`config.mk`:
```
export PLATFORM = sky130hd
export DESIGN_NAME = rtc_sample_sequencer
export DESIGN_NICKNAME = d
export VERILOG_FILES = /design/src/rtl/rtc_seq_pkg.sv /design/src/rtl/rtc_trig_divider.sv /design/src/rtl/rtc_sample_sequencer.sv
export SDC_FILE = /design/constraint.sdc
export NUM_CORES = 1
export LEC_CHECK = 0
export CORE_MARGIN = 8
export CORE_UTILIZATION = 44
export CTS_CLUSTER_DIAMETER = 80
export DETAILED_ROUTE_END_ITERATION = 6
export PLACE_DENSITY = 0.87
export SYNTH_ARGS = -nofsm -noshare
export SYNTH_HDL_FRONTEND = slang
export SYNTH_SLANG_ARGS = --single-unit
```
`constraint.sdc`:
```
create_clock -name PCLK -period 3.8 [get_ports PCLK]
set_input_delay 0.76 -clock PCLK [delete_from_list [all_inputs] [get_ports PCLK]]
set_output_delay 0.76 -clock PCLK [all_outputs]
set_load 0.02 [all_outputs]
```
`src/rtl/rtc_seq_pkg.sv`:
```
// Shared state encoding and default widths for the RTC sample sequencer.
package rtc_seq_pkg;

  localparam int DATA_WIDTH_DEF = 32;
  localparam int SETTLE_W_DEF   = 16;
  localparam int TMO_W_DEF      = 16;

  typedef logic [1:0] state_t;

  localparam state_t IDLE = 2'd0;
  localparam state_t PWR  = 2'd1;
  localparam state_t REQ  = 2'd2;
  localparam state_t HOLD = 2'd3;

endpackage

```
`src/rtl/rtc_trig_divider.sv`:
```
// Rising-edge detect on the RTC alarm level plus an alarm-count divider.
// sample_due is a combinational 1-cycle pulse on the alarm that completes a group.
module rtc_trig_divider (
  input  logic       clk,
  input  logic       rst,
  input  logic       rtc_trig,
  input  logic       enable,
  input  logic [7:0] interval,
  output logic       sample_due
);

  logic       trig_q;
  logic [7:0] div;
  logic       rise;
  logic [7:0] eff_interval;
  logic       wrap;

  assign rise         = rtc_trig & ~trig_q;
  assign eff_interval = (interval == 8'd0) ? 8'd1 : interval;
  // Widen by one bit so div+1 cannot overflow past 255.
  assign wrap         = ({1'b0, div} + 9'd1) >= {1'b0, eff_interval};
  assign sample_due   = rise & enable & wrap;

  always_ff @(posedge clk) begin
    if (rst) begin
      trig_q <= 1'b0;
      div    <= 8'd0;
    end else begin
      trig_q <= rtc_trig;
      if (!enable) begin
        div <= 8'd0;
      end else if (rise) begin
        div <= wrap ? 8'd0 : div + 8'd1;
      end
    end
  end

endmodule

```
`src/rtl/rtc_sample_sequencer.sv`:
```
// Power/settle/request/hold sequencer fed by the RTC alarm divider.
// Optional ack timeout in REQ is enabled by defining SEQ_TIMEOUT_EN.
module rtc_sample_sequencer
  import rtc_seq_pkg::*;
#(
  parameter int DATA_WIDTH = DATA_WIDTH_DEF,
  parameter int SETTLE_W   = SETTLE_W_DEF,
  parameter int TMO_W      = TMO_W_DEF
) (
  input  logic                  PCLK,
  input  logic                  PRESET,
  input  logic                  rtc_trig,
  input  logic                  cfg_enable,
  input  logic [7:0]            cfg_interval,
  input  logic [SETTLE_W-1:0]   cfg_settle,
  input  logic [TMO_W-1:0]      cfg_timeout,
  input  logic                  clr_status,
  output logic                  sensor_pwr_en,
  output logic                  sample_req,
  input  logic                  sample_ack,
  input  logic [DATA_WIDTH-1:0] sample_data,
  output logic                  result_valid,
  input  logic                  result_ready,
  output logic [DATA_WIDTH-1:0] result_data,
  output logic                  done_intr,
  output logic                  busy,
  output logic                  overrun,
  output logic                  timeout
);

  state_t              state;
  state_t              state_nxt;
  logic                sample_due;
  logic [SETTLE_W-1:0] settle_cnt;
  logic                tmo_expire;

  rtc_trig_divider u_div (
    .clk        (PCLK),
    .rst        (PRESET),
    .rtc_trig   (rtc_trig),
    .enable     (cfg_enable),
    .interval   (cfg_interval),
    .sample_due (sample_due)
  );

`ifdef SEQ_TIMEOUT_EN
  logic [TMO_W-1:0] tmo_cnt;

  // An ack in the expiry cycle still wins.
  assign tmo_expire = (state == REQ) && !sample_ack && (tmo_cnt == '0);

  always_ff @(posedge PCLK) begin
    if (PRESET) begin
      tmo_cnt <= '0;
      timeout <= 1'b0;
    end else begin
      if (state == PWR && settle_cnt == '0) begin
        tmo_cnt <= cfg_timeout;
      end else if (state == REQ && tmo_cnt != '0) begin
        tmo_cnt <= tmo_cnt - 1'b1;
      end
      if (tmo_expire) begin
        timeout <= 1'b1;
      end else if (clr_status) begin
        timeout <= 1'b0;
      end
    end
  end
`else
  logic unused_tmo;

  assign unused_tmo = ^cfg_timeout;
  assign tmo_expire = 1'b0;
  assign timeout    = 1'b0;
`endif

  always_ff @(posedge PCLK) begin
    if (PRESET) begin
      state <= IDLE;
    end else begin
      state <= state_nxt;
    end
  end

  always_comb begin
    state_nxt = state;
    case (state)
      IDLE: if (sample_due) state_nxt = PWR;
      PWR:  if (settle_cnt == '0) state_nxt = REQ;
      REQ: begin
        if (sample_ack) begin
          state_nxt = HOLD;
        end else if (tmo_expire) begin
          state_nxt = IDLE;
        end
      end
      HOLD: if (result_ready) state_nxt = IDLE;
      default: state_nxt = IDLE;
    endcase
  end

  always_comb begin
    sensor_pwr_en = (state == PWR) || (state == REQ);
    sample_req    = (state == REQ);
    result_valid  = (state == HOLD);
    busy          = (state != IDLE);
  end

  always_ff @(posedge PCLK) begin
    if (PRESET) begin
      settle_cnt  <= '0;
      result_data <= '0;
      done_intr   <= 1'b0;
      overrun     <= 1'b0;
    end else begin
      if (state == IDLE && sample_due) begin
        settle_cnt <= cfg_settle;
      end else if (state == PWR && settle_cnt != '0) begin
        settle_cnt <= settle_cnt - 1'b1;
      end
      if (state == REQ && sample_ack) begin
        result_data <= sample_data;
      end
      done_intr <= (state == HOLD) && result_ready;
      // A due sample with the sequencer busy is dropped, not queued.
      if (sample_due && state != IDLE) begin
        overrun <= 1'b1;
      end else if (clr_status) begin
        overrun <= 1'b0;
      end
    end
  end

endmodule

```
==> metrics.md, run 1 <==
| Metric | Value |
|---|---|
| Critical-path top delay cell | `or4_1` |
| Final WS setup | `0.576 ns` |
| Vias per cell | `5.23` |
| Post-Syn Area | `3010 µm²` |
| IO Count | `118` |
| Crit path max fanout | `4` |
| Final Wtd Congestion | `0.849` |
| Remaining routing DRC violations | `0` |
| Clk root buf | `clkbuf_8` |
| RSZ-0062 raised after global routing | `false` |
| Hold Crit Class | `reg -> reg` |
| Final setup fails | `0` |
| Final Max Slew Viols | `0` |
| Synth Area per Inst | `8.02 µm²` |
| Register bit total from synthesis | `61` |
| Synthesis Warnings | `0` |
| Layout cells sized above 1 | `6.09%` |
| Vias in the first global route | `2816` |
| Leakage power | `1.55 nW` |
| Final min period | `3.22 ns` |
| Die area | `9750 µm²` |
| WP data required | `4.04 ns` |
| Fmax | `310 MHz` |
| Max Root-Sink Buffers | `2` |
| Clock insertion delay at the later pin of the skew report | `0.33 ns` |
| Worst-path clk slew | `0.07 ns` |
| CTS tree | `done` |
| Count leader, synth | `nand2_1` |
| Wire length per cell | `14.6 µm` |
| Global-route wire length before repair | `13500 µm` |
| Fin nets | `565` |
| Crit. End Element | `register` |
| Yosys top cell area share | `40.5%` |
| Syn Inst Count | `376` |
| Kind of critical path | `in -> reg` |
| DR iter-0 viols | `109` |
| Starting density of the core | `44.9%` |
| Syn-to-layout area delta | `41.1%` |
| CP top delay family | `simple AND/OR/NAND/NOR gates` |
| Final WL | `8110 µm` |
| Initial antenna violation count | `0` |
| TNS Setup | `0 ns` |
| Synthesized net count | `470` |
| Buf/Inv on CP | `1` |
| Status | `finished clean` |
| GRT Overall Usage | `16.8%` |
| Post-CTS setup buffers | `0` |
| Worst vdd ir | `0.000328 V` |
| Area contributors post-synth | `dfxtp_1, nand2_1, a21oi_1, ha_1, nor2_1` |
| Via count | `2907` |
| Largest net degree at the start of global routing | `57` |
| Hold Vio Cnt, Final | `0` |
| Max-cap check violation count | `0` |
| CP Data Arrival Time | `3.47 ns` |
| CTS Buf Count | `9` |
| Measured slew at the worst slew-check pin | `1.07 ns` |
| Hold_buf cts | `0` |
| Die W | `98.8 µm` |
| GRT overflow | `0` |
| Num rows | `30` |
| CP Launch Type | `primary input` |
| Number of enable flip-flop cells after synthesis | `0` |
| Post-DP HPWL | `6020 µm` |
| Clock tree sinks | `61` |
| Pre-CTS setup slack | `0.220 ns` |
| Die H | `98.8 µm` |
| Diode count | `0` |
| Synth area leader | `dfxtp_1` |
| Post-synth top cells | `nand2_1, dfxtp_1, a21oi_1, nor2_1` |
| Clock Skew | `0.0114 ns` |
| H-tree depth | `3` |
| DRT antenna net count | `0` |
| Power Density | `384 nW/µm²` |
| Post-cts resize count | `0` |
| CP peak stage delay | `0.44 ns` |
| Synth cell types | `47` |
| Core area | `6720 µm²` |
| Worst-path cell chain | `clkdlybuf4s50_1 -> nor4_1 -> a41o_1 -> ha_1 -> nand2b_1 -> a211o_1 -> a32oi_1 -> nand3_1 -> or4_1 -> o21ai_0` |
| Max-Slew Margin vs Limit | `28.8%` |
| Port buffer count | `100` |
| Async SR Flop Fraction | `0%` |
| Most used flip-flop cell after synthesis | `dfxtp_1` |
| Drt first pass iters | `4` |
| Sequential share of the synthesized area | `40.5%` |
| Tcrit/Tclk final | `84.8%` |
area by class of cell:
class	count	area (µm²)
Tap cell	80	100
Clock buffer	9	124
Timing Repair Buffer	101	1020
Inverter	15	56.3
Clock inverter	7	66.3
Multi-Input combinational cell	283	1670
Fill cell	549	2470
Sequential cell	61	1220
kinds of logic after synthesis:
logic type	share of synthesized area [%]
AND/OR/NAND/NOR	27.5
adder cells (fa/ha/maj)	6.23
AO/OA/AOI/OAI	15.6
flip-flops	40.5
buffers and inverters	4.15
multiplexers	2.37
XOR/XNOR	3.49
other	0.124
through the flow:
step / hold slack [ns] / power (mW) / cell area (µm²) / cells / utilization (%)
2_1_floorplan: 0.453 / 0.943 / 3010 / 376 / -
3_3_place_gp: 0.441 / 1.07 / 4060 / 540 / 60.4
3_5_place_dp: 0.446 / 1.09 / 4060 / 540 / 60.4
4_1_cts: 0.456 / 1.64 / 4250 / 556 / 63.3
5_1_grt: 0.475 / 1.72 / 4250 / 556 / 63.3
6_report: 0.454 / 1.63 / 4250 / 556 / 63.3
layout by cell type (no fill, tap or decap), types with 5 or more instances in the layout:
cell and count:
inv_1 15, clkdlybuf4s50_1 99, nor2b_1 7, ha_1 15, nor2_1 28, a211oi_1 13
mux2i_1 6, nand2b_1 5, dfxtp_1 61, a21oi_1 45, xnor2_1 8, nor4_1 5
nor3_1 9, clkbuf_8 9, nand3_1 14, nand2_1 78
tightest hold or removal path, delay by kind of cell (launching register included):
family | cells | cell delay, ns
AO/OA/AOI/OAI | 1 | 0.05
flip-flops | 1 | 0.31
AND/OR/NAND/NOR | 1 | 0.05
per-layer routing:
layer / wire [µm] / global-route usage (%) / vias up
li1: - / - / 1491
met1: 3530 / 19.6 / 1314
met2: 3710 / 26.7 / 98
met3: 814 / 7.89 / 4
met4: 59 / 4.96 / 0
met5: 0 / 0 / -
registers in the layout (all words and copies together), names as in the netlist:
signal and flops:
overrun 1, settle_cnt 16, state 2, u_div.trig_q 1, done_intr 1, u_div.div 8
result_data 32
where the power goes:
group,internal [mW],switching (mW)
combinational,0.190,0.199
clock,0.299,0.256
sequential,0.662,0.0258
total,1.15,0.481
final timing paths:
kind                   startpoint               to  slack (ns)  depth (start not counted)
setup / recovery  cfg_interval[5]     u_div.div[4]        0.58                         10
hold / removal    result_data[18]  result_data[18]        0.45                          2
setup reg to reg     u_div.div[0]     u_div.div[4]        0.75                         11
hold reg to reg   result_data[18]  result_data[18]        0.45                          2
Power figures use the tool's default switching activity.
==> run 2: changes to the inputs <==
--- a/config.mk
+++ b/config.mk
@@ -6,10 +6,10 @@
 export NUM_CORES = 1
 export LEC_CHECK = 0
 export CORE_MARGIN = 8
-export CORE_UTILIZATION = 44
+export CORE_UTILIZATION = 40
 export CTS_CLUSTER_DIAMETER = 80
 export DETAILED_ROUTE_END_ITERATION = 6
-export PLACE_DENSITY = 0.87
+export PLACE_DENSITY = 0.83
 export SYNTH_ARGS = -nofsm -noshare
 export SYNTH_HDL_FRONTEND = slang
 export SYNTH_SLANG_ARGS = --single-unit
==> constraint.sdc (replaced) <==
create_clock -name PCLK -period 2.62 [get_ports PCLK]
set_input_delay 0.524 -clock PCLK [delete_from_list [all_inputs] [get_ports PCLK]]
set_output_delay 0.524 -clock PCLK [all_outputs]
set_load 0.02 [all_outputs]
==> metrics.md, run 2 (synthesis results as in run 1) <==
| Metric | Value |
|---|---|
| Design Area, Final | `5010 µm²` |
| H-tree depth | `3` |
| Largest net degree at the start of global routing | `44` |
| Clk root buf | `clkbuf_8` |
| Leakage power | `1.88 nW` |
| GRT overflow | `0` |
| DP Area | `4240 µm²` |
| RSZ-0062 raised after global routing | `true` |
| Layout cells sized above 1 | `23.5%` |
| Fmax | `373 MHz` |
| Post-DP HPWL | `6340 µm` |
| Final min period | `2.68 ns` |
| Die H | `103 µm` |
| Final WS setup | `-0.0603 ns` |
| Most frequent cells in the layout | `clkdlybuf4s50_1, nand2_1, dfxtp_1` |
| Placed Cells incl. Taps | `580` |
| DRT antenna net count | `0` |
| Power Density | `533 nW/µm²` |
| Diode count | `0` |
| Worst-path clk slew | `0.07 ns` |
| Fin nets | `603` |
| Final Wtd Congestion | `0.840` |
| Max reg flops | `32` |
| CTS Buf Count | `9` |
| Hold Vio Cnt, Final | `0` |
| Hold Crit Class | `reg -> reg` |
| Die W | `103 µm` |
| Clock Skew | `0.00865 ns` |
| Remaining routing DRC violations | `0` |
| Die area | `10600 µm²` |
| Drt first pass iters | `4` |
| CP Launch Type | `register` |
| Final WL | `10200 µm` |
| Kind of critical path | `reg -> reg` |
| CP Data Arrival Time | `2.93 ns` |
| Num rows | `31` |
| Worst vdd ir | `0.000323 V` |
| Initial antenna violation count | `0` |
| Wire length per cell | `16.7 µm` |
| Clock insertion delay at the later pin of the skew report | `0.33 ns` |
| GRT Overall Usage | `18.4%` |
| Final Max Slew Viols | `0` |
| Vias in the first global route | `3317` |
| Final Non-Filler Cells | `613` |
| Max-cap check violation count | `0` |
| Crit. End Element | `register` |
| Via count | `3208` |
| Tcrit/Tclk final | `102%` |
| Global-route wire length before repair | `15400 µm` |
| Fillers | `552` |
| Top reg by flops | `result_data` |
| Final setup fails | `11` |
| Top flop regs | `result_data (32), settle_cnt (16), u_div.div (8)` |
| Vias per cell | `5.23` |
| Most common cell after layout, fill and taps aside | `clkdlybuf4s50_1` |
| WP data required | `2.87 ns` |
| Failing checks | `setup timing` |
| Clock tree sinks | `61` |
| IO Count | `118` |
| Core area | `7290 µm²` |
| Port buffer count | `100` |
| Starting density of the core | `41.3%` |
| CTS tree | `done` |
| Status | `finished with violations` |
| Crit path max fanout | `7` |
| DR iter-0 viols | `129` |
| Max Root-Sink Buffers | `2` |
| Syn-to-layout area delta | `66.3%` |
run 2: layer usage:
layer / global-route usage [%] / vias up / routed length (µm)
li1: - / 1568 / -
met1: 20.0 / 1497 / 4020
met2: 30.4 / 129 / 5070
met3: 7.97 / 14 / 960
met4: 8.45 / 0 / 159
met5: 0 / - / 0
run 2: worst max-delay path, stage by stage, from the launching register on:
cell      delay [ns]
dfxtp_2         0.36
buf_6           0.12
and3_4          0.21
nand3_4         0.08
xnor2_2         0.15
ha_1            0.33
nand3_2         0.13
nor2_4          0.12
a32oi_2         0.08
buf_4           0.18
a211o_4         0.39
buf_16          0.17
buf_6           0.11
a211oi_2        0.16
run 2: final timing paths:
kind,start,to,slack [ns],cells past startpoint
max,u_div.div[0],settle_cnt[14],-0.06,13
min,result_data[23],result_data[23],0.45,2
max reg2reg,u_div.div[0],settle_cnt[14],-0.06,13
min reg2reg,result_data[23],result_data[23],0.45,2
run 2: what timing repair did:
item	in CTS	in global routing
endpoints found under the setup margin	21	25
setup buffers	7	8
gates resized for setup	41	52
gates cloned	1	2
pin swaps	15	16
hold buffers	0	0
run 2: per-stage QoR:
| stage | setup TNS (ns) | hold slack [ns] | setup WS (ns) | power [mW] | utilization [%] |
|---|---|---|---|---|---|
| floorplan | 0 | 0.453 | 0.0372 | 1.37 | - |
| global route | -1.95 | 0.472 | -0.164 | 2.81 | 68.8 |
| CTS | 0 | 0.455 | 0.00714 | 2.64 | 64.7 |
| global placement | -12.59 | 0.441 | -0.604 | 1.61 | 58.2 |
| detailed placement | -14.36 | 0.446 | -0.680 | 1.62 | 58.2 |
| finish | -0.338 | 0.453 | -0.0603 | 2.67 | 68.8 |
run 2: cell type report:
class / count / area, µm² / area share (%)
Sequential cell: 61 / 1230 / 24.5
Multi-Input combinational cell: 283 / 2000 / 39.9
Tap cell: 99 / 124 / 2.47
Clock inverter: 3 / 65.1 / 1.30
Clock buffer: 13 / 179 / 3.57
Timing Repair Buffer: 139 / 1360 / 27.1
Inverter: 15 / 56.3 / 1.12
run 2: where the power goes:
part | switching [mW] | leakage, nW | internal, mW
Clock | 0.366 | 0.126 | 0.638
Combinational | 0.333 | 1.26 | 0.338
Sequential | 0.0398 | 0.494 | 0.960
==> run 3: changes to the inputs <==
==> constraint.sdc (replaced) <==
create_clock -name PCLK -period 2.4 [get_ports PCLK]
set_input_delay 0.48 -clock PCLK [delete_from_list [all_inputs] [get_ports PCLK]]
set_output_delay 0.48 -clock PCLK [all_outputs]
set_load 0.02 [all_outputs]
==> metrics.md, run 3 (synthesis results as in run 1) <==
| Metric | Value |
|---|---|
| Diode count | `0` |
| Sw power | `0.812 mW` |
| Max Root-Sink Buffers | `2` |
| Max-cap check violation count | `0` |
| GRT overflow | `0` |
| DRT antenna net count | `0` |
| Crit. End Element | `register` |
| Final setup fails | `24` |
| Fin nets | `596` |
| Most frequent cells in the layout | `clkdlybuf4s50_1, nand2_1, dfxtp_1` |
| Syn-to-layout area delta | `64.3%` |
| Clock Skew | `0.00756 ns` |
| Final Max Slew Viols | `0` |
| TNS Setup | `-1.91 ns` |
| Seq pwr share | `39.6%` |
| Post-DP HPWL | `6490 µm` |
| Crit path max fanout | `3` |
| CP Data Arrival Time | `2.82 ns` |
| RSZ-0062 raised after global routing | `true` |
| Final WL | `10200 µm` |
| Worst-path clk slew | `0.07 ns` |
| Gate power share | `27.0%` |
| Global-route wire length before repair | `14800 µm` |
| Layout cells sized above 1 | `23.3%` |
| Status | `finished with violations` |
| Core area | `7290 µm²` |
| Die area | `10600 µm²` |
| Vias per cell | `5.32` |
| Clock insertion delay at the later pin of the skew report | `0.34 ns` |
| Die W | `103 µm` |
| Power Density | `557 nW/µm²` |
| Port buffer count | `100` |
| Starting density of the core | `41.3%` |
| CTS Buf Count | `9` |
| Kind of critical path | `reg -> reg` |
| Failing checks | `setup timing` |
| Die H | `103 µm` |
| Critical-path top delay cell | `or4_1` |
| IO Count | `118` |
| Num rows | `31` |
| Max reg flops | `32` |
| Power consumption | `2.76 mW` |
| Placed Cells incl. Taps | `584` |
| Final WS setup | `-0.154 ns` |
| WP data required | `2.67 ns` |
| Power share of the clock group | `33.4%` |
| Drt first pass iters | `5` |
| Vias in the first global route | `3190` |
| Largest net degree at the start of global routing | `33` |
| Wire length per cell | `16.8 µm` |
| Hold_buf cts | `0` |
| Tcrit/Tclk final | `106%` |
| Top reg by flops | `result_data` |
| Switch share | `29.4%` |
| CP peak stage delay | `0.40 ns` |
| Worst-path cell chain | `ha_4 -> and3_4 -> nand3_4 -> xnor2_4 -> ha_4 -> a21oi_2 -> nor2b_2 -> nor3_4 -> buf_6 -> nand3_4 -> or4_1 -> o21ai_1` |
| CP Launch Type | `register` |
| Leakage power | `1.81 nW` |
| CTS tree | `done` |
| Remaining routing DRC violations | `0` |
| Measured slew at the worst slew-check pin | `0.578 ns` |
| DR iter-0 viols | `102` |
| Internal power | `1.95 mW` |
| Via count | `3220` |
| Top flop regs | `result_data (32), settle_cnt (16), u_div.div (8)` |
| Final Core Density | `67.9%` |
| Initial antenna violation count | `0` |
| Max-Slew Margin vs Limit | `61.5%` |
| Clock tree sinks | `61` |
| Hold Vio Cnt, Final | `0` |
| Worst vdd ir | `0.000615 V` |
| H-tree depth | `3` |
| Fmax | `392 MHz` |
| Flop-to-flop setup slack | `-0.15 ns` |
| Final min period | `2.55 ns` |
| Hold Crit Class | `reg -> reg` |
| GRT Overall Usage | `17.7%` |
| Final Non-Filler Cells | `605` |
| Clk root buf | `clkbuf_8` |
| Most common cell after layout, fill and taps aside | `clkdlybuf4s50_1` |
| Final Wtd Congestion | `0.876` |
==> run 3: cell type report <==
type	count	area, µm²
fillers	575	2340
clock inverters	4	47.5
multi-input cells	283	2070
inverters	15	56.3
repair buffers	132	1280
clock buffers	11	151
flip-flops and latches	61	1220
well taps	99	124
==> run 3: worst max-delay path, delay by kind of cell, from the launching register on <==
kind / cells / cell delay (ns)
flip-flops: 1 / 0.35
adder cells (fa/ha/maj): 2 / 0.38
AND/OR/NAND/NOR: 6 / 1.11
buffers and inverters: 1 / 0.16
XOR/XNOR: 1 / 0.22
AO/OA/AOI/OAI: 2 / 0.24
==> run 3: final timing paths <==
check,from,to,depth (start not counted)
setup / recovery,u_div.div[0],u_div.div[4],12
hold / removal,result_data[23],result_data[23],2
setup reg to reg,u_div.div[0],u_div.div[4],12
hold reg to reg,result_data[23],result_data[23],2
==> run 3: power by group through the flow <==
stage	Clock [mW]	Sequential, mW	Combinational, mW
final	0.920	1.09	0.744
after global routing	0.985	1.10	0.792
after global placement	0	1.11	0.659
after floorplan	0	1.11	0.390
after CTS	0.939	1.09	0.687
after detailed placement	0	1.11	0.670
==> run 3: timing repair <==
action                                  4_1_cts  5_1_grt
gates cloned                                  2        0
pin swaps                                    13       22
endpoints found under the setup margin       27       27
buffers inserted                              4        1
resized for setup                            34       59
==> run 3: layer usage <==
metal	vias up	part of all wire, %	track usage (%)
met3	18	9.8	8.71
met2	126	50	29.3
li1	1551	-	-
met4	0	2.2	5.67
met5	-	0	0
met1	1525	38	19.5
==> run 3: stage by stage <==
stage	area [µm²]	worst slack (ns)	hold WS, ns
after global placement	4320	-0.587	0.441
after floorplan	3080	0.0123	0.453
final	4950	-0.154	0.453
after CTS	4690	-0.155	0.455
after detailed placement	4320	-0.652	0.446
after global routing	4950	-0.264	0.480
